### src/rtl/argmax_result_fifo_if.sv
// argmax_result_fifo_if: valid/ready result port carrying one encoded class index
//   valid : head entry available (master -> slave)
//   ready : consumer accepts head entry (slave -> master)
//   index : class index of head entry (master -> slave)
interface argmax_result_fifo_if #(
  parameter int IDX_WIDTH = 4
);
  logic                 valid;
  logic                 ready;
  logic [IDX_WIDTH-1:0] index;
  modport master (output valid, index, input ready);
  modport slave  (input valid, index, output ready);
endinterface

### src/rtl/argmax_result_fifo.sv
// argmax_result_fifo: one-hot argmax encoder feeding a first-word-fall-through result FIFO
//   clk, reset   : clock, synchronous active-high reset
//   maxi         : one-hot argmax in, all-zero means no result this cycle
//   out          : valid/ready/index result port (master side)
//   full, empty  : FIFO holds DEPTH / 0 entries
//   level        : entry count 0..DEPTH
//   result_count : accepted results, wraps silently
//   onehot_err   : sticky, multi-hot maxi seen
//   overflow     : sticky, result dropped on a full FIFO
module argmax_result_fifo #(
  parameter int LENGTH    = 10,
  parameter int IDX_WIDTH = 4,
  parameter int DEPTH     = 8,
  parameter int CNT_WIDTH = 16
) (
  input  logic                     clk,
  input  logic                     reset,
  input  logic [LENGTH-1:0]        maxi,
  argmax_result_fifo_if.master     out,
  output logic                     full,
  output logic                     empty,
  output logic [$clog2(DEPTH):0]   level,
  output logic [CNT_WIDTH-1:0]     result_count,
  output logic                     onehot_err,
  output logic                     overflow
);
  localparam int AW = $clog2(DEPTH);
  logic [IDX_WIDTH-1:0] mem_q [DEPTH];
  logic [AW-1:0]        wr_q, wr_d, rd_q, rd_d;
  logic [AW:0]          level_q, level_d;
  logic [CNT_WIDTH-1:0] cnt_q, cnt_d;
  logic                 oh_q, oh_d, ovf_q, ovf_d;
  logic [IDX_WIDTH-1:0] idx;
  logic                 ev, push, pop;
  // downward scan so the lowest set bit wins on a multi-hot input
  always_comb begin
    idx = '0;
    for (int i = LENGTH - 1; i >= 0; i--) if (maxi[i]) idx = IDX_WIDTH'(i);
  end
  assign ev    = |maxi;
  assign empty = level_q == '0;
  assign full  = level_q == (AW + 1)'(DEPTH);
  assign pop   = !empty && out.ready;
  assign push  = ev && (!full || pop);
  always_comb begin
    wr_d    = wr_q + AW'(push);
    rd_d    = rd_q + AW'(pop);
    level_d = level_q + (AW + 1)'(push) - (AW + 1)'(pop);
    cnt_d   = cnt_q + CNT_WIDTH'(push);
    oh_d    = oh_q | ((maxi & (maxi - 1'b1)) != '0);
    ovf_d   = ovf_q | (ev && full && !pop);
  end
  always_ff @(posedge clk) begin
    if (reset) begin
      wr_q    <= '0;
      rd_q    <= '0;
      level_q <= '0;
      cnt_q   <= '0;
      oh_q    <= 1'b0;
      ovf_q   <= 1'b0;
    end else begin
      wr_q    <= wr_d;
      rd_q    <= rd_d;
      level_q <= level_d;
      cnt_q   <= cnt_d;
      oh_q    <= oh_d;
      ovf_q   <= ovf_d;
    end
  end
  always_ff @(posedge clk) if (!reset && push) mem_q[wr_q] <= idx;
  assign out.valid    = !empty;
  assign out.index    = empty ? '0 : mem_q[rd_q];
  assign level        = level_q;
  assign result_count = cnt_q;
  assign onehot_err   = oh_q;
  assign overflow     = ovf_q;
endmodule

### src/flat_wrapper.sv
// flat-port wrapper written by rule: the top's interface ports become plain ports
module argmax_result_fifo_flat 
#(
  parameter int LENGTH    = 10,
  parameter int IDX_WIDTH = 4,
  parameter int DEPTH     = 8,
  parameter int CNT_WIDTH = 16
)
  (clk, reset, maxi, full, empty, level, result_count, onehot_err, overflow, out_valid, out_index, out_ready);
  argmax_result_fifo_if #(.IDX_WIDTH(IDX_WIDTH)) out_i ();
  input  logic clk;
  input  logic reset;
  input  logic [LENGTH-1:0] maxi;
  output logic full;
  output logic empty;
  output logic [$clog2(DEPTH):0] level;
  output logic [CNT_WIDTH-1:0] result_count;
  output logic onehot_err;
  output logic overflow;
  output wire logic [$bits(out_i.valid)-1:0] out_valid;
  output wire logic [$bits(out_i.index)-1:0] out_index;
  input wire logic [$bits(out_i.ready)-1:0] out_ready;
  assign out_valid = out_i.valid;
  assign out_index = out_i.index;
  assign out_i.ready = out_ready;
  argmax_result_fifo #(.LENGTH(LENGTH), .IDX_WIDTH(IDX_WIDTH), .DEPTH(DEPTH), .CNT_WIDTH(CNT_WIDTH)) u_core (.clk(clk), .reset(reset), .maxi(maxi), .out(out_i), .full(full), .empty(empty), .level(level), .result_count(result_count), .onehot_err(onehot_err), .overflow(overflow));
endmodule
### config.mk
export PLATFORM = sky130hd
export DESIGN_NAME = argmax_result_fifo_flat
export DESIGN_NICKNAME = d
export VERILOG_FILES = /design/src/rtl/argmax_result_fifo_if.sv /design/src/rtl/argmax_result_fifo.sv /design/src/flat_wrapper.sv
export SDC_FILE = /design/constraint.sdc
export NUM_CORES = 1
export LEC_CHECK = 0
export CAP_MARGIN = 0
export CORE_MARGIN = 5
export CORE_UTILIZATION = 57
export DETAILED_ROUTE_END_ITERATION = 16
export GPL_TIMING_DRIVEN = 0
export PLACE_DENSITY_LB_ADDON = 0.05
export SLEW_MARGIN = 15
export SYNTH_ARGS = -nofsm -noshare
export SYNTH_HDL_FRONTEND = slang
export SYNTH_SLANG_ARGS = --single-unit
export TNS_END_PERCENT = 1
### constraint.sdc
create_clock -name clk -period 5.65 [get_ports clk]
set_input_delay 0.565 -clock clk [delete_from_list [all_inputs] [get_ports clk]]
set_output_delay 0.565 -clock clk [all_outputs]
set_load 0.01 [all_outputs]
==> flow_summary.json <==
{
  "yosysTopAreaCell": "edfxtp_1",
  "min_path_cells": 2,
  "critPathArrivalTime_ns": 3.01,
  "drc": 0,
  "pin_count": 42,
  "path_class": "input port to register",
  "final.min_clock_period_ns": 2.82,
  "dp_slack_ns": 2.51,
  "syn_to_final_growth_pct": 24.6,
  "p_leak_nw": 1.22,
  "pwr-share-clk": 0.262,
  "antenna_found_initial": 0,
  "root_buffer": "clkbuf_8",
  "power.switching_uw": 402,
  "fin_skew_ns": 0.00617,
  "critPathMostFrequentCell": "nor2_1",
  "critPathMaxStageDelay_ns": 0.49,
  "combPwrFrac": 0.335,
  "hold_viol": 0,
  "yosys_warnings": 0,
  "grt-ovfl-total": 0,
  "synth_cell_types": 40,
  "vias": 1786,
  "grt_pass1_vias": 1860,
  "final_util": 0.723,
  "floorplan.die_area_um2": 6260,
  "drive_gt1_frac": 0.129,
  "antenna_left": 0,
  "drt_wl_total_um": 5300,
  "required_ns": 5.84,
  "seq_power_share": 0.403,
  "vias_per_cell": 5.38,
  "core_area_um2": 4690,
  "ys.flop_type": "edfxtp_1",
  "drtIter0Drc": 103,
  "tritoncts": "done",
  "max_freq_mhz": 355,
  "diodes": 0,
  "setup_slack_ns": 2.83,
  "hold_class": "register to register",
  "clk_pin_slew_worst_paths_ns": 0.06,
  "power.density_nw_per_um2": 408,
  "cts_setup_buffers": 0,
  "start_util": 0.580,
  "critPathBufInv": 1,
  "synth_cells": 221,
  "final.period_utilization": 0.499,
  "rows": 25,
  "place_hpwl_um": 3960,
  "drtPass1Iterations": 4,
  "grt_use_total": 0.191,
  "cts.sinks": 60,
  "crit_family": "simple AND/OR/NAND/NOR gates",
  "worstMarginPinSlew_ns": 0.970,
  "nets": 300,
  "ys_top_cells_by_count": "36 x nor2_1, 32 x edfxtp_1, 28 x dfxtp_1",
  "switching_share": 0.291,
  "internal-power_uw": 981,
  "path_max_fanout": 5,
  "ys_seq_area_frac": 0.559,
  "cts_htree_levels": 3,
  "dpl.cell_count": 316,
  "final.setup.tns_ns": 0,
  "cp_slowest_cell": "clkdlybuf4s50_1",
  "rr_worst_depth": 11,
  "wire_per_inst_um": 16.0,
  "avgSynthCellArea_um2": 12.3,
  "ys_ff_latch": 60,
  "rsz0062_at_grt": "no",
  "synth_nets": 248,
  "cts_buffer_depth": 2,
  "grt_max_degree": 11,
  "synth_area_um2": 2720,
  "synthArstFlopShare": 0,
  "netlist.area_leader.share": 0.353,
  "synth.most_common_cell": "nor2_1",
  "instances_no_fill": 332,
  "critPathLaunchType": "input port",
  "report.final.slew_viol_count": 0,
  "postCtsHoldBufs": 0,
  "globalplace.congestion": 0.782,
  "maxCapViolations": 0,
  "cts-resized-gates": 0,
  "finalSetupViolCount": 0,
  "io_buffers": 41,
  "max-slew-margin-rel": 0.348,
  "die_h_um": 79.1,
  "grt_pass1_wl_um": 8950,
  "worstPathCellList": "clkdlybuf4s50_1 > nor4_2 > nand3_2 > nor3_2 > nor2_1 > ha_1 > ha_1 > nand2_1 > nor2_1 > nand3_1 > xor2_1 > nor2_1",
  "fin_total_pwr_mw": 1.38,
  "status": "finished, final reports clean",
  "cp.depth": 12,
  "synth_area_leaders": "edfxtp_1 35%, dfxtp_1 21%, mux4_2 6.6%",
  "synth-edff-count": 32,
  "worst_ir_drop_vdd_mv": 0.207,
  "cp-end-kind": "register",
  "clock_latency_ns": 0.32,
  "die_x_um": 79.1,
  "cts_buffers": 9
}
## per-stage QoR
step	hold WS [ns]	area, µm²
CTS	0.489	3390
global placement	0.450	3200
detailed placement	0.462	3200
floorplan	0.502	2720
finish	0.482	3390
global route	0.553	3390
## path summary, 6_finish.rpt
check | from | to | slack (ns)
worst max-delay path | maxi[5] | u_core.result_count[12] | 2.83
worst min-delay path | u_core.overflow | u_core.overflow | 0.48
worst max register to register | u_core.level[2] | u_core.level[2] | 3.03
worst min register to register | u_core.overflow | u_core.overflow | 0.48
## cell families (layout without fill, tap and decap cells)
family          count (synthesis)  count (layout)  synth area share
buf+inv                        16              73            0.0225
simple gates                   82              82             0.162
flops                          60              60             0.559
xor+xnor                       18              18            0.0579
compound gates                 18              18            0.0469
fa+ha+maj                      15              15            0.0708
mux                            12              12            0.0809
## power groups by stage
| stage | Sequential (mW) | Clock, mW | Combinational, mW |
|---|---|---|---|
| 6_report | 0.558 | 0.362 | 0.464 |
| 5_1_grt | 0.566 | 0.389 | 0.520 |
| 4_1_cts | 0.558 | 0.366 | 0.473 |
| 3_5_place_dp | 0.567 | 0 | 0.469 |
| 3_3_place_gp | 0.563 | 0 | 0.451 |
| 2_1_floorplan | 0.568 | 0 | 0.283 |
## per-layer routing
layer	track usage	up-vias	routed length, µm
met3	0.0544	9	248
met1	0.239	831	2450
li1	-	895	-
met4	0.0722	0	75
met2	0.313	51	2530
met5	0	-	0
## state kept, by name, summed over array words and instances (netlist names)
| signal | count |
|---|---|
| u_core.mem_q | 32 |
| u_core.rd_q | 3 |
| u_core.overflow | 1 |
| u_core.result_count | 16 |
| u_core.onehot_err | 1 |
| u_core.wr_q | 3 |
| u_core.level | 4 |
## cell type report
type	count	area (µm²)
Timing Repair Buffer	41	410
Tap cell	54	67.6
Multi-Input combinational cell	145	1140
Inverter	10	37.5
Buffer	6	23.8
Fill cell	339	1300
Sequential cell	60	1520
Clock buffer	15	188
Clock inverter	1	5.00
## cell usage in the layout (no fill, tap or decap), types with 2 or more instances in the layout
| cell type | count |
|---|---|
| clkdlybuf4s50_1 | 41 |
| nor2_1 | 36 |
| edfxtp_1 | 32 |
| dfxtp_1 | 28 |
| ha_1 | 13 |
| xor2_1 | 11 |
| clkbuf_8 | 11 |
| nor2b_1 | 10 |
| clkbuf_1 | 8 |
| mux4_2 | 8 |
| inv_1 | 7 |
| xnor2_1 | 7 |
| nand3_1 | 6 |
| nand2_1 | 5 |
| a21oi_1 | 5 |
| nand4_1 | 5 |
| mux2i_1 | 4 |
| and3_1 | 4 |
| inv_2 | 3 |
| nand2b_1 | 3 |
| nor3_2 | 3 |
| nor3_1 | 2 |
| nor2_2 | 2 |
| o21ai_0 | 2 |
| o31ai_1 | 2 |
| a31oi_1 | 2 |
## tightest hold or removal path, stage by stage (launching register included)
cell	delay, ns
dfxtp_1	0.33
a21oi_1	0.04
nor2_1	0.07
Power figures use the tool's default switching activity.
